## src/rtl/multicycle_ctrl.sv

```systemverilog
// multicycle_ctrl: multicycle processor control unit.
// Sequences FETCH/DECODE/EXEC/WB/MEMACC/MEMWB per instruction, with a
// memory wait-state handshake, configurable opcode width and an
// illegal-opcode trap. All outputs are combinational from the current
// state, the captured opcode and mem_ready.
module multicycle_ctrl #(
    parameter int OPW      = 4,
    parameter int MEM_WAIT = 1,
    parameter int TRAP_EN  = 1
) (
    input  logic           clk,
    input  logic           reset,
    input  logic [OPW-1:0] opcode,
    input  logic           mem_ready,
    output logic           w1,
    output logic           w2,
    output logic           pcwritecond,
    output logic           pcwrite,
    output logic           iord,
    output logic           memread,
    output logic           memwrite,
    output logic           irwrite,
    output logic [1:0]     memtoreg,
    output logic           A,
    output logic           B,
    output logic [2:0]     C,
    output logic [1:0]     pcsource,
    output logic [3:0]     aluop,
    output logic           ccpcinit,
    output logic [OPW-1:0] opcodereg,
    output logic [2:0]     curstate,
    output logic           illegal
);

    typedef enum logic [2:0] {
        S_FETCH  = 3'd0,
        S_DECODE = 3'd1,
        S_EXEC   = 3'd2,
        S_WB     = 3'd3,
        S_MEMACC = 3'd4,
        S_MEMWB  = 3'd5,
        S_TRAP   = 3'd6
    } state_t;

    state_t         r_state;
    state_t         w_next;
    logic [OPW-1:0] r_opcodereg;
    logic           r_illegal;
    logic           r_ccpcinit;
    logic           w_rdy;
    logic           w_hi_nz;
    logic           w_illegal;

    // Opcode bits above the 4-bit base field must be zero to be legal.
    generate
        if (OPW > 4) begin : g_wide
            assign w_hi_nz = |opcode[OPW-1:4];
        end else begin : g_narrow
            assign w_hi_nz = 1'b0;
        end
    endgenerate

    assign w_illegal = w_hi_nz || (opcode[3:0] == 4'hE) || (opcode[3:0] == 4'hF);
    assign w_rdy     = (MEM_WAIT != 0) ? mem_ready : 1'b1;

    assign curstate  = r_state;
    assign opcodereg = r_opcodereg;
    assign illegal   = r_illegal;
    assign ccpcinit  = r_ccpcinit;

    // State register, opcode capture on leaving DECODE, sticky illegal flag.
    always_ff @(posedge clk) begin
        if (reset) begin
            r_state     <= S_FETCH;
            r_opcodereg <= '0;
            r_illegal   <= 1'b0;
            r_ccpcinit  <= 1'b1;
        end else begin
            r_state    <= w_next;
            r_ccpcinit <= 1'b0;
            if (r_state == S_DECODE) begin
                r_opcodereg <= opcode;
                if (w_illegal) begin
                    r_illegal <= 1'b1;
                end
            end
        end
    end

    // Next-state and control outputs; everything is held at 0 while reset is high.
    always_comb begin
        w_next      = r_state;
        w1          = 1'b0;
        w2          = 1'b0;
        pcwritecond = 1'b0;
        pcwrite     = 1'b0;
        iord        = 1'b0;
        memread     = 1'b0;
        memwrite    = 1'b0;
        irwrite     = 1'b0;
        memtoreg    = 2'b00;
        A           = 1'b0;
        B           = 1'b0;
        C           = 3'b000;
        pcsource    = 2'b00;
        aluop       = 4'b0000;

        case (r_state)
            S_FETCH: begin
                memread = 1'b1;
                aluop   = 4'b1111;
                pcwrite = w_rdy;
                irwrite = w_rdy;
                if (w_rdy) begin
                    w_next = S_DECODE;
                end
            end
            S_DECODE: begin
                C     = 3'b001;
                aluop = 4'b1100;
                if (!w_illegal) begin
                    w_next = S_EXEC;
                end else if (TRAP_EN != 0) begin
                    w_next = S_TRAP;
                end else begin
                    w_next = S_FETCH;
                end
            end
            S_EXEC: begin
                A     = 1'b1;
                aluop = r_opcodereg[3:0];
                case (r_opcodereg[3:0])
                    4'h0, 4'h1, 4'h2, 4'h3: begin
                        B      = 1'b1;
                        C      = 3'b000;
                        w_next = S_WB;
                    end
                    4'h4, 4'h5, 4'h6, 4'h7: begin
                        B      = 1'b1;
                        C      = 3'b011;
                        w_next = S_WB;
                    end
                    4'h8, 4'h9: begin
                        C      = 3'b010;
                        w_next = S_MEMACC;
                    end
                    4'hA: begin
                        B           = 1'b1;
                        C           = 3'b010;
                        pcwritecond = 1'b1;
                        pcsource    = 2'b10;
                        w_next      = S_FETCH;
                    end
                    4'hB: begin
                        C      = 3'b100;
                        w_next = S_WB;
                    end
                    4'hC: begin
                        C        = 3'b010;
                        pcwrite  = 1'b1;
                        pcsource = 2'b01;
                        w_next   = S_FETCH;
                    end
                    4'hD: begin
                        C        = 3'b010;
                        w1       = 1'b1;
                        memtoreg = 2'b10;
                        pcwrite  = 1'b1;
                        pcsource = 2'b01;
                        aluop    = 4'b1101;
                        w_next   = S_FETCH;
                    end
                    default: begin
                        w_next = S_FETCH;
                    end
                endcase
            end
            S_WB: begin
                w1     = 1'b1;
                aluop  = 4'b1110;
                w2     = (r_opcodereg[3:0] == 4'h3);
                w_next = S_FETCH;
                if ((r_opcodereg[3:0] <= 4'h5) || (r_opcodereg[3:0] == 4'hB)) begin
                    memtoreg = 2'b01;
                end
            end
            S_MEMACC: begin
                iord = 1'b1;
                if (r_opcodereg[3:0] == 4'h8) begin
                    memread = 1'b1;
                    if (w_rdy) begin
                        w_next = S_MEMWB;
                    end
                end else begin
                    memwrite = w_rdy;
                    if (w_rdy) begin
                        w_next = S_FETCH;
                    end
                end
            end
            S_MEMWB: begin
                w1       = 1'b1;
                memtoreg = 2'b00;
                w_next   = S_FETCH;
            end
            S_TRAP: begin
                w_next = S_TRAP;
            end
            default: begin
                w_next = S_FETCH;
            end
        endcase

        if (reset) begin
            w1          = 1'b0;
            w2          = 1'b0;
            pcwritecond = 1'b0;
            pcwrite     = 1'b0;
            iord        = 1'b0;
            memread     = 1'b0;
            memwrite    = 1'b0;
            irwrite     = 1'b0;
            memtoreg    = 2'b00;
            A           = 1'b0;
            B           = 1'b0;
            C           = 3'b000;
            pcsource    = 2'b00;
            aluop       = 4'b0000;
        end
    end

endmodule

```

## config.mk

```make
export PLATFORM = sky130hd
export DESIGN_NAME = multicycle_ctrl
export DESIGN_NICKNAME = d
export VERILOG_FILES = /design/src/rtl/multicycle_ctrl.sv
export SDC_FILE = /design/constraint.sdc
export NUM_CORES = 1
export LEC_CHECK = 0
export CAP_MARGIN = 30
export CELL_PAD_IN_SITES_DETAIL_PLACEMENT = 0
export CELL_PAD_IN_SITES_GLOBAL_PLACEMENT = 2
export CORE_MARGIN = 5
export CORE_UTILIZATION = 19
export DETAILED_ROUTE_END_ITERATION = 16
export HOLD_SLACK_MARGIN = 0.02
export MAX_ROUTING_LAYER = met4
export PLACE_DENSITY_LB_ADDON = 0.1
export REMOVE_ABC_BUFFERS = 1
export SKIP_CTS_REPAIR_TIMING = 1
export SYNTH_ARGS = -nofsm -noshare
export SYNTH_HDL_FRONTEND = slang
export SYNTH_SLANG_ARGS = --single-unit
```

## constraint.sdc

```tcl
create_clock -name clk -period 1.88 [get_ports clk]
set_input_delay 0.188 -clock clk [delete_from_list [all_inputs] [get_ports clk]]
set_output_delay 0.188 -clock clk [all_outputs]
set_load 0.02 [all_outputs]
```

# Yosys cells after proc, flatten, opt, wreduce, memory -nomap -nowiden
# Index checks and enable logic that the tools add are counted.
# W data, S select, Z words.
[word_totals]
register_bits = 9
latchBits = 0
ramBits = 0
romBits = 0
inputBits = 7
out_inout_bits = 30
word_cells = 88
memories = 0
[classes]
addsub = 0
multipliers = 0
div_mod_pow = 0
magnitude_cmp = 1
n_eq_ne = 23
n_shift = 0
mux = 47
n_bitwise = 0
n_reduce_logical = 13
[op_table]
columns = ["operator", "count"]
rows = [
  ["$eq A4 B4 Y1 const B", 8],
  ["$mux W1", 25],
  ["$mux W3", 6],
  ["$reduce_or A9 Y1", 2],
  ["$eq A4 B3 Y1 const B", 4],
  ["$pmux W4 S4", 1],
  ["$pmux W3 S5", 1],
  ["$pmux W3 S2", 2],
  ["$eq A3 B3 Y1 const B", 3],
  ["$pmux W3 S3", 1],
  ["$eq A4 B2 Y1 const B", 2],
  ["$mux W2", 4],
  ["$mux W4", 2],
  ["$pmux W2 S2", 2],
  ["$eq A3 B2 Y1 const B", 2],
  ["$pmux W1 S2", 3],
  ["$reduce_or A2 Y1", 3],
  ["$reduce_or A5 Y1", 1],
  ["$eq A4 B1 Y1 const B", 1],
  ["$le A4 B3 Y1 const B", 1],
  ["$logic_not A4 Y1", 1],
  ["$ne A2 B2 Y1 const B", 2],
  ["$reduce_and A2 Y1", 2],
  ["$reduce_or A4 Y1", 1],
  ["other kinds (3)", 4],
]

# Longest topological paths before layout
# Gate-level depths: netlist of the first run.
[depth]
ltp_word = 5
depth_mapped = 7
depth_no_buf = 5

# Least setup slack after synthesis of the first run
# Ideal clock, no wire load.
[synth_path]
path_kind = "register to output"
from = "reg r_state[1], in the netlist curstate[1]"
to = "out pcsource[1]"
t_arrival_ns = 1.806
t_required_ns = 1.692
slack_ns = -0.114
stages_incl_launch_ff = 7
path_buffers = 1
path_cell_list = "dfxtp_1 nor2b_1 nand2_1 inv_1 nand2_1 nor2_1 buf_4"
[synth_via]
elab_chain_cells = 3
[synth_lines]
columns = ["element", "line", "text"]
rows = [
  ["start, declared", "45", "state_t r_state;"],
  ["start signal, assigned", "79", "r_state <= w_next;"],
  ["$eq A3 B2 Y1", "108", "case (r_state)"],
  ["$mux W2", "108", ""],
  ["$mux W2", "214", "if (reset) begin"],
  ["end, declared", "27", "output logic [1:0] pcsource,"],
]
# Every way passes these cells.

# Final worst setup path of the first run
[layout_path]
from = "reg r_opcodereg[1], in the netlist opcodereg[1]"
to = "out memread"
[layout_via]
elab_chain_cells = 4
[layout_lines]
columns = ["element", "line", "text"]
rows = [
  ["start, declared", "47", "logic [OPW-1:0] r_opcodereg;"],
  ["start signal, assigned", "82", "r_opcodereg <= opcode;"],
  ["$eq A4 B4 Y1", "189", "if (r_opcodereg[3:0] == 4'h8) begin"],
  ["$mux W1", "189", ""],
  ["$pmux W1 S2", "108", ""],
  ["$mux W1", "214", ""],
  ["end, declared", "20", "output logic memread,"],
]
# Every way passes these cells.

==> results of run 1 <==
## report_power, final
group / total [W] / leakage (nW) / switching, W / internal, W
Clock: 0.000149 / 0.0150 / 0.0000675 / 0.0000817
Combinational: 0.000322 / 0.700 / 0.000163 / 0.000160
Sequential: 0.000216 / 0.0737 / 0.0000106 / 0.000206
Total: 0.000688 / 0.789 / 0.000241 / 0.000447
## path summary, 6_finish.rpt
kind              slack (ns)          end    startpoint  depth (start not counted)
hold / removal          0.45      illegal       illegal                          2
hold reg to reg         0.45      illegal       illegal                          2
setup reg to reg        0.36  curstate[2]  opcodereg[1]                          4
setup / recovery        0.09      memread  opcodereg[1]                          3
## final cells by class
| type | instances | area, um2 |
|---|---|---|
| clock buffers | 4 | 26.3 |
| inverters | 4 | 15.0 |
| well taps | 46 | 57.6 |
| flip-flops and latches | 9 | 180 |
| repair buffers | 59 | 556 |
| multi-input cells | 72 | 435 |
| fillers | 411 | 2090 |
## per-stage QoR
stage               instance area [um2]  std cells
floorplan                           623         85
global placement                   1210        190
detailed placement                 1210        190
CTS                                1240        194
global route                       1270        194
finish                             1270        194
## state kept, by name, summed over array words and instances, names as in the netlist
signal	count
illegal	1
ccpcinit	1
curstate	3
opcodereg	4
## tightest hold or removal path: stages (launching register included)
cell and delay [ns]:
dfxtp_1 0.31, inv_1 0.05, a21oi_1 0.05
## synthesized netlist by cell type (2+ instances only)
cell      count  area share
a21oi_1       8       0.060
and3_1        2       0.019
clkbuf_1      5       0.028
dfxtp_1       9        0.27
inv_1         4       0.023
mux2i_1       5       0.075
nand2_1       7       0.039
nand2b_1      2       0.019
nand3_1       4       0.030
nand3b_1      3       0.034
nand4_1       2       0.019
nor2_1       20        0.11
nor2b_1       2       0.019
nor3_1        4       0.030
## per-layer routing
layer	vias up	wire length (um)	part of all wire	track usage
met5	-	0	0	-
met4	0	11	0.0046	0.0390
met3	2	68	0.029	0.0246
met2	20	1140	0.48	0.163
met1	392	1160	0.49	0.123
li1	427	-	-	-
## cell families (layout without fill, tap and decap cells)
logic type | Yosys count | after routing
simple gates | 51 | 51
compound gates | 15 | 15
buf+inv | 12 | 67
flops | 9 | 9
mux | 5 | 5
xor+xnor | 1 | 1
==> impl_metrics.ini, run 1 <==
[run_status]
outcome = complete, no violations

[critical_path]
slowest_stage = or4b_4
required_ns = 1.69
cp_top_family = simple AND/OR/NAND/NOR gates
crit_path_end_kind = output port
cp_num_buf_inv = 1
cp.arrival_ns = 1.60
worstPathCellList = or4b_4, a21boi_0, dlymetal6s2s_1
start_kind = flop
path_class = flop to output port
cp_max_fo = 4
max_stage_delay_ns = 0.56

[grt]
track_usage = 0.102
antenna_found_initial = 0
grt-ovfl-total = 0
grt_pass1_wl_um = 3880
grt_pass1_vias = 823
grt_max_degree = 14

[clock_network]
ctsLongestPathBuffers = 2
cts_root_buf = clkbuf_4
clk_pin_slew_worst_paths_ns = 0.06
htree_num_levels = 1
clkLatencyLatePin_ns = 0.26
cts_buffers = 3
cts_tree = done
clkSinkCount = 9

[drt]
wirelength_um = 2380
drtPass1Iterations = 4
num_vias = 841
dr.first_iter.drc_count = 25
final_antenna_net_count = 0
routed_via_density = 4.34
wl_per_cell_um = 12.3
drcViolationCount = 0

[die]
die_area_um2 = 4790
boundaryPins = 37
die_x_um = 69.2
die_y_um = 69.2
rows = 21
core_um2 = 3360
start_util = 0.198

[cells_and_area]
drive_gt1_frac = 0.250
n_antenna_cell = 0
fin_nets = 156
final_util = 0.378
final_cell_mix = buf_4, nor2_1, dlymetal6s2s_1, clkdlybuf4s50_1, dfxtp_1
final_common_cell = buf_4
area_growth_pct = 90.8

[synthesis]
ys_types = 30
synth_top_family_by_area = simple AND/OR/NAND/NOR gates
synthFlopType = dfxtp_1
synth-compound-area-share = 0.152
synth-xor-area-share = 0.0132
syn-cell-area_um2 = 666
yosys.area_share.simple = 0.402
muxShareOfSynthArea = 0.0752
synthCells = 93
synth_adder_area_share = 0
ys_ff_latch = 9
synthArstFlopShare = 0
synth.avg_cell_area_um2 = 7.16
ys_seq_area_frac = 0.271
ys_warn_count = 0
synth-edff-count = 0

[min_path]
hold_class = flop to flop

[run]
maxCapViolCount = 0

[sta]
hold_violations = 0
slew_viol_final = 0
post-route-period-util = 0.953
worst_slew_pin_slew_ns = 0.314
fmaxAchievable_ghz = 0.558
setup_slack_ns = 0.0884
finalCriticalPeriod_ns = 1.79
clock_skew_ns = 0.00474
slew_headroom = 0.790
whs_ns = 0.447
grt_setup_unrepaired = false
tns_ns = 0
setup-violations-final = 0

[pwr]
p_leak_nw = 0.789
ir_worst_vdd_v = 0.000331
p_per_area_nw_per_um2 = 542
p_total_w = 0.000688

[placed_design]
port_buffers = 36
pre_cts_ws_ns = -0.267
gp_congestion = 0.720
hpwl_um = 1920
No activity file was read; power rests on OpenSTA's default activity.
==> run 2: changes to the inputs <==
--- a/config.mk
+++ b/config.mk
@@ -10,6 +10,7 @@
 export CELL_PAD_IN_SITES_GLOBAL_PLACEMENT = 2
 export CORE_MARGIN = 5
 export CORE_UTILIZATION = 19
+export CTS_BUF_LIST = sky130_fd_sc_hd__clkbuf_4
 export DETAILED_ROUTE_END_ITERATION = 16
 export HOLD_SLACK_MARGIN = 0.02
 export MAX_ROUTING_LAYER = met4
==> constraint.sdc (replaced) <==
create_clock -name clk -period 1.88 [get_ports clk]
set_input_delay 0.376 -clock clk [delete_from_list [all_inputs] [get_ports clk]]
set_output_delay 0.376 -clock clk [all_outputs]
set_load 0.02 [all_outputs]
==> run 2 against run 1 <==
  * Flip-flop and latch count is the same
  * Critical path type unchanged
  * Clock skew shrank 0.0019 ns
  * Routed wire length grew 4.8%
  * Cell count grew 4.1%
  * Global-route usage grew 0.58 points
  * Die area is the same
  * Core utilization grew 1.8 points
  * Via count grew 0.24%
  * Worst hold slack lost 0.0041 ns
  * Register-to-register slack lost 0.08 ns
==> impl_metrics.ini, run 2 (synthesis results as in run 1) <==
[drt]
dr.first_iter.drc_count = 34
drcViolationCount = 0
final_antenna_net_count = 0
drtPass1Iterations = 4
routed_via_density = 4.17
wirelength_um = 2500
num_vias = 843
wl_per_cell_um = 12.4

[sta]
tns_ns = 0
clock_skew_ns = 0.00281
fmaxAchievable_ghz = 0.539
whs_ns = 0.443
slew_viol_final = 0
finalCriticalPeriod_ns = 1.85
slew_headroom = 0.806
grt_setup_unrepaired = true
worst_slew_pin_slew_ns = 0.291
hold_violations = 0
setup-violations-final = 0
post-route-period-util = 0.986

[pwr]
pwr-share-comb = 0.473
pwr-share-clk = 0.225
swShare = 0.343
switching_power_w = 0.000247
ir_worst_vdd_v = 0.000264
p_per_area_nw_per_um2 = 542
p_int_w = 0.000473
p_leak_nw = 0.751
pwr-share-seq = 0.302

[placed_design]
placed_cell_area_um2 = 1260
gp_congestion = 0.751
hpwl_um = 2000
port_buffers = 36

[die]
die_x_um = 69.2
die_area_um2 = 4790
start_util = 0.198
core_um2 = 3360
rows = 21
die_y_um = 69.2
boundaryPins = 37

[cells_and_area]
fin_nets = 164
final_util = 0.395
final_cell_mix = buf_4, nor2_1, clkdlybuf4s50_1, dlymetal6s2s_1, a21oi_1
final_common_cell = buf_4
drive_gt1_frac = 0.423
area_growth_pct = 99.8
n_antenna_cell = 0
final_cell_area_um2 = 1330
largest_reg_flops = 4

[critical_path]
path_class = flop to output port
max_stage_delay_ns = 0.57
worst-r2r-cell-count = 5
cp.arrival_ns = 1.48
crit_path_end_kind = output port
cp_max_fo = 3
required_ns = 1.50
worstPathCellList = or4b_4, and3_1, clkbuf_2
start_kind = flop
slowest_stage = or4b_4

[clock_network]
cts_root_buf = clkbuf_4
ctsLongestPathBuffers = 2
htree_num_levels = 1
clk_pin_slew_worst_paths_ns = 0.06
clkSinkCount = 9
cts_buffers = 3
clkLatencyLatePin_ns = 0.25
cts_tree = done

[grt]
track_usage = 0.108
grt_pass1_vias = 898
antenna_found_initial = 0
grt-ovfl-total = 0
grt_pass1_wl_um = 4220
grt_max_degree = 13

[min_path]
min_delay_path_depth = 2
hold_class = flop to flop

[run_status]
outcome = complete, no violations

[run]
maxCapViolCount = 0
## run 2: changes by cell type in the layout (fill, tap and decap cells not counted), moves of 2 or more
| cell | previous run | this run |
|---|---|---|
| buf_4 | 23 | 34 |
| dlymetal6s2s_1 | 17 | 11 |
| buf_2 | 0 | 4 |
| clkdlybuf4s50_1 | 15 | 12 |
| dfxtp_1 | 9 | 6 |
| dfxtp_2 | 0 | 3 |
| buf_6 | 0 | 2 |
| nor2_1 | 20 | 18 |
| nor3_1 | 4 | 2 |
| nor3_2 | 0 | 2 |
## run 2: path summary, 6_finish.rpt
check               startpoint          end  slack (ns)
hold reg to reg        illegal      illegal        0.44
setup reg to reg  opcodereg[0]  curstate[2]        0.28
hold / removal         illegal      illegal        0.44
setup / recovery  opcodereg[0]     memwrite        0.03
## run 2: layer usage
layer  up-vias  GRT usage  part of all wire
li1        444          -                 -
met1       379      0.130              0.48
met2        18      0.177              0.48
met3         2     0.0275             0.040
met4         0     0.0282            0.0032
met5         -          -                 0
## run 2: cell type report
class,count,area [um2]
fill,415,2030
timing repair buffer,67,576
multi-input combinational,72,468
sequential,9,184
tap,46,57.6
clock buffer,4,30.0
inverter,4,15.0
## run 2: critical path, delay by kind of cell, from the launching register on
family                 cells  cell delay, ns
buffers and inverters      1            0.15
AND/OR/NAND/NOR            2            0.77
flip-flops                 1            0.31
## run 2: power by group through the flow
| stage | Combinational [W] | Sequential, W | Clock, W |
|---|---|---|---|
| floorplan | 0.000121 | 0.000259 | 0 |
| global placement | 0.000339 | 0.000220 | 0 |
| detailed placement | 0.000339 | 0.000220 | 0 |
| CTS | 0.000340 | 0.000216 | 0.000168 |
| global route | 0.000372 | 0.000220 | 0.000182 |
| finish | 0.000341 | 0.000218 | 0.000162 |
## run 2: metrics by stage
| stage | std cells | power [W] | setup slack, ns |
|---|---|---|---|
| 3_3_place_gp | 196 | 0.000559 | -0.608 |
| 5_1_grt | 202 | 0.000774 | -0.0411 |
| 6_report | 202 | 0.000721 | 0.0257 |
| 3_5_place_dp | 196 | 0.000559 | -0.621 |
| 4_1_cts | 200 | 0.000723 | -0.622 |
| 2_1_floorplan | 85 | 0.000380 | -0.466 |
==> edit, RTL diff (config.mk and constraints of run 1) <==
Reset style: asynchronous (`reset`), changed in one clocked block.
--- a/src/rtl/multicycle_ctrl.sv
+++ b/src/rtl/multicycle_ctrl.sv
@@ -71,3 +71,3 @@
     // State register, opcode capture on leaving DECODE, sticky illegal flag.
-    always_ff @(posedge clk) begin
+    always_ff @(posedge clk or posedge reset) begin
         if (reset) begin
Formal check against the unedited RTL: differs if reset is asserted again (counterexample within 4 cycles, from zero or initial values and one cycle with reset high); with reset held inactive, the same outputs for 10 cycles.
==> edit against run 1 <==
Global-route usage is 0.27 points lower. Sequential cell count stayed put. Routed wire length is 0.42% higher. Critical path depth is 3 higher. Highest routed layer unchanged. Worst setup slack better by 0.046 ns. Design area is 12% higher. Area after synthesis is 10% higher.
Power is not compared: it rests on default switching activity, and its combinational part moved more than twofold at a synthesized area within 25%.
==> edit: results (changes against run 1) <==
* Start point of the worst min-delay path: illegal
* Outcome: complete, no violations
- Maximum net fanout on the critical path: 5 (+1)
- The wire length of the first global-routing pass is 3995 µm (+2.9%).
- The fraction of registers with async set/reset is 1.000 (+1.000).
* Compound-gate portion of the synthesized area: 0.1897 (+0.03749)
- The net total in the final layout was 146 (-6.4%).
- Source-to-sink clock delay at the later pin of the worst-skew pair: 0.23 ns (-0.03 ns)
* Pin count of the biggest net entering global routing: 10 (-4)
- The worst clock skew is 0.0006193 ns (-0.004117 ns).
- R2r startpoint: opcodereg[1]
- The share of synthesized area occupied by flip-flops and latches came to 0.3094 (+0.03873).
* Leading post-synthesis cells by instance count: 8 x dfrtp_1, 5 x nand2_1
- The total wirelength of the detailed-routed design came to 2392 µm (+0.42%).
- The post-place setup slack was -0.2047 ns (+0.06218 ns).
- Number of global-route vias before repair: 819 (-0.49%)
* Number of distinct standard cells referenced by the synthesized netlist: 39 (+30%)
- The total via count after detailed routing is 785 (-6.7%).
- The data arrival time of the worst path came to 1.56 ns (-0.04 ns).
- Detailed router's first-iteration violation count: 29 (+16%)
* Total global-route track usage: 0.09905 (-0.002672)
* Clock Tree Root: clkbuf_8
- FILL cells: 398 (-3.2%)
- Post-synthesis mux area share: 0.08205 (+0.006863)
- The register clock-pin slew on the reported worst setup and hold paths was 0.04 ns (-0.02 ns).
* Xor and xnor fraction of the mapped netlist area: 0 (-0.01316)
- Among all stages on the critical path, the largest delay is contributed by dfrtp_1.
- Biggest cell delay along the critical path: 0.41 ns (-0.15 ns)
[edit: layout make-up]
type	count	area [µm²]	share of cell area
timing repair buffer	62	620.6	0.4374
multi-input combinational	59	450.4	0.3175
sequential	9	227.7	0.1605
tap	48	60.06	0.04233
clock buffer	4	45.04	0.03175
inverter	4	15.01	0.01058
[edit: logic make-up after synthesis]
group / count (synthesis)
other: 1
multiplexers: 4
AO/OA/AOI/OAI: 19
flip-flops: 9
buffers and inverters: 11
AND/OR/NAND/NOR: 35
[edit: where the power goes]
part	internal, mW	switching, mW	leakage (nW)
sequential	0.286	0.133	0.106
clock	0.147	0.0706	0.0228
combinational	0.866	0.757	0.815
total	1.30	0.961	0.944
[edit: stage by stage]
stage               std cells  hold slack (ns)    util  total power, mW
finish                    186           0.4630  0.3847            2.260
global route              186           0.4933  0.3847            2.441
CTS                       186           0.4732  0.3687            2.320
detailed placement        182           0.4584  0.3565            2.089
global placement          182           0.4575  0.3565            2.088
floorplan                  72          0.03153       -            1.217
[edit: final timing paths]
kind,to,slack [ns],depth (start not counted)
worst max-delay path,memtoreg[1],0.13,6
worst min-delay path,illegal,0.46,1
worst max register to register,curstate[2],0.47,5
worst min register to register,illegal,0.46,1
max in group asynchronous,ccpcinit,1.07,4
min in group asynchronous,opcodereg[2],0.59,4
[edit: layer usage]
metal / GRT usage / up-vias / wire length, µm / share of wire
met1: 0.1342 / 361 / 1140 / 0.48
li1: - / 397 / - / -
met5: - / - / 0 / 0
met3: 0.02770 / 2 / 146 / 0.061
met4: 0.01253 / 0 / 10 / 0.0042
met2: 0.1507 / 25 / 1094 / 0.46
